**src/rtl/tracker_pkg.sv**
```systemverilog
// Shared types and constants for the orange centroid tracker: FSM states,
// one-hot direction codes and default VGA geometry.
package tracker_pkg;

    typedef enum logic [1:0] {
        SEARCH,
        CONFIRM,
        TRACK,
        LOSING
    } tracker_state_t;

    localparam logic [2:0] DIR_NONE   = 3'b000;
    localparam logic [2:0] DIR_LEFT   = 3'b100;
    localparam logic [2:0] DIR_CENTRE = 3'b010;
    localparam logic [2:0] DIR_RIGHT  = 3'b001;

    localparam int H_ACTIVE_DEFAULT = 640;
    localparam int V_ACTIVE_DEFAULT = 480;

    localparam int COUNT_W = 17;
    localparam int X_W     = 10;

    function automatic int max_int(input int a, input int b);
        return (a > b) ? a : b;
    endfunction

endpackage

```
**src/rtl/frame_bbox_accumulator.sv**
```systemverilog
// Per-frame pixel position tracking and orange pixel statistics (count and
// horizontal bounding box), latched into outputs at each vsync falling edge.
module frame_bbox_accumulator
    import tracker_pkg::*;
#(
    parameter int H_ACTIVE = H_ACTIVE_DEFAULT,
    parameter int V_ACTIVE = V_ACTIVE_DEFAULT
) (
    input  logic               clk,
    input  logic               rst,
    input  logic               pixel_valid,
    input  logic               vsync,
    input  logic               is_orange,
    output logic               boundary,
    output logic [COUNT_W-1:0] closing_count,
    output logic [X_W-1:0]     closing_x_min,
    output logic [X_W-1:0]     closing_x_max,
    output logic [COUNT_W-1:0] orange_count,
    output logic [X_W-1:0]     bbox_x_min,
    output logic [X_W-1:0]     bbox_x_max
);

    localparam logic [X_W-1:0]     X_LAST    = X_W'(H_ACTIVE - 1);
    localparam logic [X_W-1:0]     Y_LAST    = X_W'(V_ACTIVE - 1);
    localparam logic [COUNT_W-1:0] COUNT_MAX = {COUNT_W{1'b1}};

    logic               pv_q;
    logic               vs_q;
    logic [X_W-1:0]     x;
    logic [X_W-1:0]     y;
    logic [COUNT_W-1:0] count;
    logic [X_W-1:0]     x_min;
    logic [X_W-1:0]     x_max;
    logic               line_end;
    logic               pix_hit;

    assign boundary = vs_q & ~vsync;
    assign line_end = pv_q & ~pixel_valid;
    assign pix_hit  = pixel_valid & is_orange;

    // Frame totals including the current pixel, so a pixel landing on the
    // boundary cycle still belongs to the frame being closed.
    always_comb begin
        // NOTE: every output gets a default first so no path leaves it unassigned (no latch).
        closing_count = count;
        closing_x_min = x_min;
        closing_x_max = x_max;
        if (pix_hit) begin
            if (count != COUNT_MAX) closing_count = count + COUNT_W'(1);
            if (x < x_min)          closing_x_min = x;
            if (x > x_max)          closing_x_max = x;
        end
    end

    always_ff @(posedge clk or posedge rst) begin
        if (rst) begin
            pv_q         <= 1'b0;
            vs_q         <= 1'b0;
            x            <= '0;
            y            <= '0;
            count        <= '0;
            x_min        <= X_LAST;
            x_max        <= '0;
            orange_count <= '0;
            bbox_x_min   <= '0;
            bbox_x_max   <= '0;
        end else begin
            // NOTE: non-blocking assignments keep every register sampling pre-edge values.
            pv_q <= pixel_valid;
            vs_q <= vsync;
            if (boundary) begin
                x            <= '0;
                y            <= '0;
                count        <= '0;
                x_min        <= X_LAST;
                x_max        <= '0;
                orange_count <= closing_count;
                bbox_x_min   <= closing_x_min;
                bbox_x_max   <= closing_x_max;
            end else begin
                count <= closing_count;
                x_min <= closing_x_min;
                x_max <= closing_x_max;
                if (line_end) begin
                    x <= '0;
                    if (y != Y_LAST) y <= y + X_W'(1);
                end else if (pixel_valid && x != X_LAST) begin
                    x <= x + X_W'(1);
                end
            end
        end
    end

endmodule

```
**src/rtl/orange_centroid_tracker.sv**
```systemverilog
// Turns per-frame orange statistics into a hysteresis-filtered detection flag
// and a left/centre/right steering direction for the drive FSM.
module orange_centroid_tracker
    import tracker_pkg::*;
#(
    parameter int H_ACTIVE       = H_ACTIVE_DEFAULT,
    parameter int V_ACTIVE       = V_ACTIVE_DEFAULT,
    parameter int MIN_PIXELS     = 400,
    parameter int DEADBAND       = 64,
    parameter int CONFIRM_FRAMES = 3,
    parameter int LOSS_FRAMES    = 4
) (
    input  logic               clk,
    input  logic               rst,
    input  logic               pixel_valid,
    input  logic               vsync,
    input  logic               is_orange,
    output logic [2:0]         direction,
    output logic               orange_detected,
    output logic               frame_done,
    output logic [COUNT_W-1:0] orange_count,
    output logic [X_W-1:0]     bbox_x_min,
    output logic [X_W-1:0]     bbox_x_max
);

    localparam int CNT_W = $clog2(max_int(CONFIRM_FRAMES, LOSS_FRAMES)) + 1;
    localparam logic [CNT_W-1:0]   CONFIRM_LAST = CNT_W'(CONFIRM_FRAMES);
    localparam logic [CNT_W-1:0]   LOSS_LAST    = CNT_W'(LOSS_FRAMES);
    localparam logic [COUNT_W-1:0] MIN_COUNT    = COUNT_W'(MIN_PIXELS);
    localparam logic [X_W:0]       LEFT_EDGE    = (X_W + 1)'(H_ACTIVE / 2 - DEADBAND);
    localparam logic [X_W:0]       RIGHT_EDGE   = (X_W + 1)'(H_ACTIVE / 2 + DEADBAND);

    tracker_state_t     state;
    logic [CNT_W-1:0]   frame_cnt;
    logic [CNT_W-1:0]   cnt_inc;
    logic               boundary;
    logic [COUNT_W-1:0] closing_count;
    logic [X_W-1:0]     closing_x_min;
    logic [X_W-1:0]     closing_x_max;
    logic               hit;
    logic [X_W:0]       centre_x;
    logic [2:0]         dir_calc;

    frame_bbox_accumulator #(
        .H_ACTIVE (H_ACTIVE),
        .V_ACTIVE (V_ACTIVE)
    ) u_accum (
        .clk           (clk),
        .rst           (rst),
        .pixel_valid   (pixel_valid),
        .vsync         (vsync),
        .is_orange     (is_orange),
        .boundary      (boundary),
        .closing_count (closing_count),
        .closing_x_min (closing_x_min),
        .closing_x_max (closing_x_max),
        .orange_count  (orange_count),
        .bbox_x_min    (bbox_x_min),
        .bbox_x_max    (bbox_x_max)
    );

    assign hit      = (closing_count >= MIN_COUNT);
    assign cnt_inc  = frame_cnt + CNT_W'(1);
    assign centre_x = ({1'b0, closing_x_min} + {1'b0, closing_x_max}) >> 1;

    always_comb begin
        dir_calc = DIR_CENTRE;
        if (centre_x < LEFT_EDGE)       dir_calc = DIR_LEFT;
        else if (centre_x > RIGHT_EDGE) dir_calc = DIR_RIGHT;
    end

    // The FSM steps on the same edge that latches the frame statistics, so
    // frame_done sees detection, direction and bbox all from one frame.
    always_ff @(posedge clk or posedge rst) begin
        if (rst) begin
            state           <= SEARCH;
            frame_cnt       <= '0;
            direction       <= DIR_NONE;
            orange_detected <= 1'b0;
            frame_done      <= 1'b0;
        end else begin
            frame_done <= boundary;
            if (boundary) begin
                case (state)
                    SEARCH: begin
                        if (hit) begin
                            state     <= CONFIRM;
                            frame_cnt <= CNT_W'(1);
                        end
                    end
                    CONFIRM: begin
                        if (!hit) begin
                            state     <= SEARCH;
                            frame_cnt <= '0;
                        end else if (cnt_inc == CONFIRM_LAST) begin
                            state           <= TRACK;
                            frame_cnt       <= '0;
                            orange_detected <= 1'b1;
                            direction       <= dir_calc;
                        end else begin
                            frame_cnt <= cnt_inc;
                        end
                    end
                    TRACK: begin
                        if (hit) begin
                            direction <= dir_calc;
                        end else begin
                            state     <= LOSING;
                            frame_cnt <= CNT_W'(1);
                        end
                    end
                    LOSING: begin
                        if (hit) begin
                            state     <= TRACK;
                            frame_cnt <= '0;
                            direction <= dir_calc;
                        end else if (cnt_inc == LOSS_LAST) begin
                            state           <= SEARCH;
                            frame_cnt       <= '0;
                            orange_detected <= 1'b0;
                            direction       <= DIR_NONE;
                        end else begin
                            frame_cnt <= cnt_inc;
                        end
                    end
                    default: begin
                        state           <= SEARCH;
                        frame_cnt       <= '0;
                        orange_detected <= 1'b0;
                        direction       <= DIR_NONE;
                    end
                endcase
            end
        end
    end

endmodule

```
**config.mk**
```make
export PLATFORM = sky130hd
export DESIGN_NAME = orange_centroid_tracker
export DESIGN_NICKNAME = d
export VERILOG_FILES = /design/src/rtl/tracker_pkg.sv /design/src/rtl/frame_bbox_accumulator.sv /design/src/rtl/orange_centroid_tracker.sv
export SDC_FILE = /design/constraint.sdc
export NUM_CORES = 1
export LEC_CHECK = 0
export ABC_AREA = 1
export BUFFER_PORTS_ARGS = -buffer_cell sky130_fd_sc_hd__buf_2
export CORE_AREA = 2 2 147 149
export CTS_CLUSTER_DIAMETER = 200
export DETAILED_ROUTE_END_ITERATION = 8
export DIE_AREA = 0 0 149 151
export GPL_ROUTABILITY_DRIVEN = 1
export PLACE_DENSITY_LB_ADDON = 0.1
export SYNTH_ARGS = -nofsm -noshare
export SYNTH_HDL_FRONTEND = slang
export SYNTH_HIERARCHICAL = 1
export SYNTH_SLANG_ARGS = --single-unit
export TNS_END_PERCENT = 20
```
**constraint.sdc**
```tcl
create_clock -name clk -period 4.04 [get_ports clk]
set_clock_uncertainty 0.2 [all_clocks]
set_input_delay 0.202 -clock clk [delete_from_list [all_inputs] [get_ports clk]]
set_output_delay 0.202 -clock clk [all_outputs]
set_load 0.03 [all_outputs]
```
== Word-level counts from Yosys, hierarchy flattened ==
Index checks and enable logic that the tools add are counted.
Cells by class
  $add $sub $neg: 4
  multiply operators: 0
  divide/modulo/power cells: 0
  magnitude comparators: 5
  equal/unequal tests: 16
  shift operators: 0
  muxes and demuxes: 39
  bitwise logic cells: 5
  reduce and logical (&&, ||, !) cells: 9
Operator list (number)
  2-to-1 mux 10 bit: 9
  2-to-1 mux 17 bit: 3
  2-to-1 mux 3 bit: 12
  adder 17 x 1 -> 17 bit (second input constant): 1
  greater-or-equal comparator 17 x 9 -> 1 bit (second input constant): 1
  != test 17 bit (second input constant): 1
  2-to-1 mux 2 bit: 7
  != test 2 bit (second input constant): 7
  one-hot mux 3 bit (4 select lines): 1
  AND reduction 6 bit: 2
  adder 10 x 10 -> 11 bit: 1
  adder 10 x 1 -> 10 bit (second input constant): 1
  greater-than comparator 10 bit: 1
  greater-than comparator 10 x 9 -> 1 bit (second input constant): 1
  < comparator 10 bit: 1
  < comparator 10 x 9 -> 1 bit (second input constant): 1
  != test 10 bit (second input constant): 1
  one-hot mux 3 bit (3 select lines): 1
  one-hot mux 2 bit (4 select lines): 1
  != test 3 bit (second input constant): 2
  nonzero test 3 bit: 2
  AND reduction 5 bit: 1
  == test 2 bit (second input constant): 2
  2-to-1 mux 1 bit: 4
  other kinds (11): 14
Word-level totals
  register bits: 96
  latch bits: 0
  memory bits (writable): 0
  bits in read-only memories: 0
  bits of input ports: 5
  output and inout port bits: 42
  word-level logic and storage cells: 92
  memories: 0

== Longest topological paths before layout ==
  depth in word-level cells: 10
  depth in mapped cells: 26
  gate-level depth less buffers: 26

== Modules after synthesis ==
Netlist, hierarchy kept.
Modules (own cells, without submodules)
  frame_bbox_accumulator: instances 1, cells an instance 651, area an instance 4951.0 µm², seq. area each 2162.1 µm²
  orange_centroid_tracker: instances 1, cells an instance 187, area an instance 1187.4 µm², seq. area each 250.2 µm²

== Least setup slack after synthesis ==
No wires, ideal clock.
  kind: reg-to-reg
  from: reg u_accum.x_min[5]
  to: reg direction[0]
  setup time: 0.117 ns
  data arrival time: 2.903 ns
  required time: 3.723 ns
  setup slack: 0.821 ns
  cell stages (with the launch flop): 23
  buffers on the path: 1
  period minus slack after synthesis: 3.219 ns
  cell sequence: dfstp_2 -> inv_1 -> ha_1 -> nand2_1 -> inv_1 -> nand2_1 -> nand2_1 -> nand2_1 -> clkbuf_1 -> nand4_1 -> nand2_1 -> inv_1 -> nand2_1 -> inv_1 -> fa_1 -> nand3_1 -> nand3_1 -> nand2_1 -> nand2_1 -> a211oi_2 -> nand2_1 -> nand2_1 -> nand2_1
Between the ends
  word-level cells in the longest chain between the ends: 10
  elaborated cells between the ends (all ways): 13
  classes of those cells: 1 x add/sub; 3 x order compare; 9 x mux
Ends and longest elaborated chain
  start, declared: RTL line frame_bbox_accumulator.sv:32  | logic [X_W-1:0] x_min;
  start signal, assigned: RTL line frame_bbox_accumulator.sv:82  | x_min <= closing_x_min;
  < comparator 10 bit (*): RTL line frame_bbox_accumulator.sv:50  | if (x < x_min) closing_x_min = x;
  2-to-1 mux 10 bit (*): RTL line frame_bbox_accumulator.sv:50
  2-to-1 mux 10 bit (*): RTL line frame_bbox_accumulator.sv:48  | if (pix_hit) begin
  via closing_x_min[0]: RTL line orange_centroid_tracker.sv:38  | logic [X_W-1:0] closing_x_min;
  adder 10 x 10 -> 11 bit (*): RTL line orange_centroid_tracker.sv:64  | assign centre_x = ({1'b0, closing_x_min} + {1'b0, closing_x_max}) >> 1;
  greater-than comparator 10 x 9 -> 1 bit: RTL line orange_centroid_tracker.sv:69  | else if (centre_x > RIGHT_EDGE) dir_calc = DIR_RIGHT;
  2-to-1 mux 2 bit: RTL line orange_centroid_tracker.sv:69
  2-to-1 mux 3 bit (*): RTL line orange_centroid_tracker.sv:68  | if (centre_x < LEFT_EDGE) dir_calc = DIR_LEFT;
  2-to-1 mux 3 bit: RTL line orange_centroid_tracker.sv:95  | end else if (cnt_inc == CONFIRM_LAST) begin
  2-to-1 mux 3 bit: RTL line orange_centroid_tracker.sv:92  | if (!hit) begin
  one-hot mux 3 bit (3 select lines) (*): RTL line orange_centroid_tracker.sv:84  | case (state)
  end signal, assigned: RTL line orange_centroid_tracker.sv:99  | direction <= dir_calc;
  end signal, assigned: RTL line orange_centroid_tracker.sv:106  | direction <= dir_calc;
  end signal, assigned: RTL line orange_centroid_tracker.sv:116  | direction <= dir_calc;
  end, declared: RTL line orange_centroid_tracker.sv:18  | output logic [2:0] direction,
Mark *: on every way through the listed nets, which the timed path passes. The rest lies on a longest branch. The select of a mux whose other input is x is not followed.
A chain may end at the register's enable or synchronous reset.

== Final worst setup path ==
  from: reg u_accum.x[9]
  to: reg direction[0]
Between the ends
  word-level cells in the longest chain between the ends: 10
  elaborated cells between the ends (all ways): 16
  classes of those cells: 1 x add/sub; 4 x order compare; 11 x mux
Ends and longest elaborated chain
  start, declared: RTL line frame_bbox_accumulator.sv:29  | logic [X_W-1:0] x;
  start signal, assigned: RTL line frame_bbox_accumulator.sv:88  | x <= x + X_W'(1);
  greater-than comparator 10 bit (*): RTL line frame_bbox_accumulator.sv:51  | if (x > x_max) closing_x_max = x;
  2-to-1 mux 10 bit (*): RTL line frame_bbox_accumulator.sv:51
  2-to-1 mux 10 bit (*): RTL line frame_bbox_accumulator.sv:48
  via closing_x_max[0]: RTL line orange_centroid_tracker.sv:39  | logic [X_W-1:0] closing_x_max;
  adder 10 x 10 -> 11 bit (*): RTL line orange_centroid_tracker.sv:64
  greater-than comparator 10 x 9 -> 1 bit: RTL line orange_centroid_tracker.sv:69
  2-to-1 mux 2 bit: RTL line orange_centroid_tracker.sv:69
  2-to-1 mux 3 bit (*): RTL line orange_centroid_tracker.sv:68
  2-to-1 mux 3 bit: RTL line orange_centroid_tracker.sv:95
  2-to-1 mux 3 bit: RTL line orange_centroid_tracker.sv:92
  one-hot mux 3 bit (3 select lines) (*): RTL line orange_centroid_tracker.sv:84
Marks and branches as above.

==> impl_metrics.toml <==
[critical_path]
cp_max_fo = 11
crit_arrival_ns = 3.72
reg2reg_depth = 21
critPathLaunch = "u_accum/x[9]"
required_ns = 4.08
cp_cell_sequence = "ha_1, nand2_1, nor2_1, nand2_1, o21ai_0, inv_2, nand2_4, nand2_1, nand2_1, inv_1, nand2_1, inv_1, fa_1, nand3_1, nand3_1, nand2_1, nand2_1, a211oi_2, nand2_1, nand2_1, nand2_1"
rr_endpoint = "direction[0]"
regToRegSetupSlack_ns = 0.36
max_stage_delay_ns = 0.48
start_kind = "flip-flop"
crit_type = "reg -> reg"
cp_slowest_cell = "dfrtp_1"
critPathMostFrequentCell = "nand2_1"
end_kind = "flip-flop"
r2r-start = "u_accum/x[9]"

[timing]
setup_viol = 0
period_minus_slack_ns = 3.68
worst_pin_slew_ns = 0.868
rsz0062_at_grt = "no"
slew_violations = 0
hold-worst-slack_ns = 0.141
finalCritPeriodShare_pct = 91.1
maxSlewHeadroom_pct = 42.1
fmax_ghz = 0.272
tns_ns = 0
final-hold-violation-count = 0

[place]
gp_congestion = 0.848
dp_hpwl_mm = 12.1
io_buffers = 46

[power_and_ir_drop]
powerDensity_nw_per_um2 = 562
power_w = 0.00392
peakVddDrop_mv = 0.255
cellLeakagePower_nw = 3.82

[detailed_routing]
ant_nets = 0
drc = 0
avgRoutedWirePerCell_um = 14.3
num_vias = 5257
drt-initial-drc-count = 308
drt-pass1-iter-count = 5
wl_mm = 16.5
viasPerCell = 4.55

[logic_synthesis]
syn_inst = 834
synth_nets = 873
yosysWarnings = 6
syn_area_per_cell_um2 = 7.34
synth_area_um2 = 6120

[cts]
cts_inserted_buffers = 9
cts_tree = "done"
h-tree-depth = 3
insertion_delay_ns = 0.35
clkTransAtPathRegs_ns = 0.07
cts_root_buf = "clkbuf_16"
clockBufferDepth = 2
clock_sinks = 96

[layout]
drive_gt1_share_pct = 17.0
final_common_cell = "nand2_1"
diodes = 0
fillers = 2252
layout.nets = 914
final_util_pct = 33.5
layout_common_cells = "270 x nand2_1, 111 x inv_1, 88 x dfrtp_1"
area_delta_synth_final_pct = 14.1

[global_routing]
grt_pass1_vias = 5160
grt_use_total_pct = 15.8
grt_max_degree = 71
grt_first_pass_wirelength_mm = 27.4
antenna_found_initial = 0
overflow = 0

[floorplan]
initial_utilization_pct = 29.4
die_x_um = 149
rows = 53
coreArea_um2 = 20800
io_pins = 47
die_y_um = 151
die_area_um2 = 22500

[flow_run]
max_cap_violations = 0

[run_status]
status = "complete, no violations"

[min_path]
holdPathEnd = "u_accum/orange_count[9]"
hold_path_startpoint = "is_orange"
hold_path_depth = 5
hold_class = "in -> reg"
## critical path, delay by kind of cell, from the launching register on
family	cells	cell delay [ns]
simple gates	14	1.39
fa+ha+maj	2	0.75
buf+inv	3	0.29
compound gates	2	0.45
flops	1	0.48
## power breakdown
part           switching, W  internal, W
Combinational       0.00111     0.000515
Sequential         0.000140      0.00116
Clock              0.000401     0.000596
## per-layer routing
layer	track usage [%]	vias up	share of wire, %
met5	0	-	0
met4	6.14	0	2.3
met3	2.23	20	2.8
met2	25.0	82	45
met1	21.7	2448	50
li1	-	2707	-
## sequential cells by signal (all words and copies together), names as in the netlist, 3 cells and up, named ones only
name	count
u_accum/count	17
u_accum/orange_count	17
u_accum/bbox_x_max	10
u_accum/bbox_x_min	10
u_accum/x	10
u_accum/x_max	10
u_accum/x_min	10
direction	3
frame_cnt	3
## final cells by class
type	count	area (um2)	area share (%)
Clock buffer	12	267	3.82
Inverter	121	458	6.56
Sequential cell	96	2410	34.5
Multi-Input combinational cell	593	3130	44.9
Clock inverter	4	73.8	1.06
Timing Repair Buffer	54	298	4.26
Tap cell	275	344	4.93
## timing repair
| action | in CTS | in global routing |
|---|---|---|
| setup endpoints to repair | 0 | 3 |
| hold buffers | 3 | 0 |
| endpoints found under the hold margin | 71 | 0 |
| buffers inserted | 0 | 0 |
| gates resized for setup | 0 | 3 |
## metrics by stage
step                      cells  instance area [um2]  setup WS, ns
after floorplan             834                 6120         0.821
after global placement     1136                 6610         0.160
after detailed placement   1136                 6610         0.141
after CTS                  1155                 6980         0.133
after global routing       1155                 6990        0.0198
final                      1155                 6990         0.358
## worst max path at each step
stage | end | slack (ns) | cells past startpoint
after floorplan | direction[0] | 0.82 | 22
after global placement | direction[0] | 0.16 | 19
after detailed placement | direction[0] | 0.14 | 19
after CTS | direction[0] | 0.13 | 19
after global routing | direction[0] | 0.02 | 21
final | direction[0] | 0.36 | 21
Note: power is estimated with default switching activity, not from simulation.
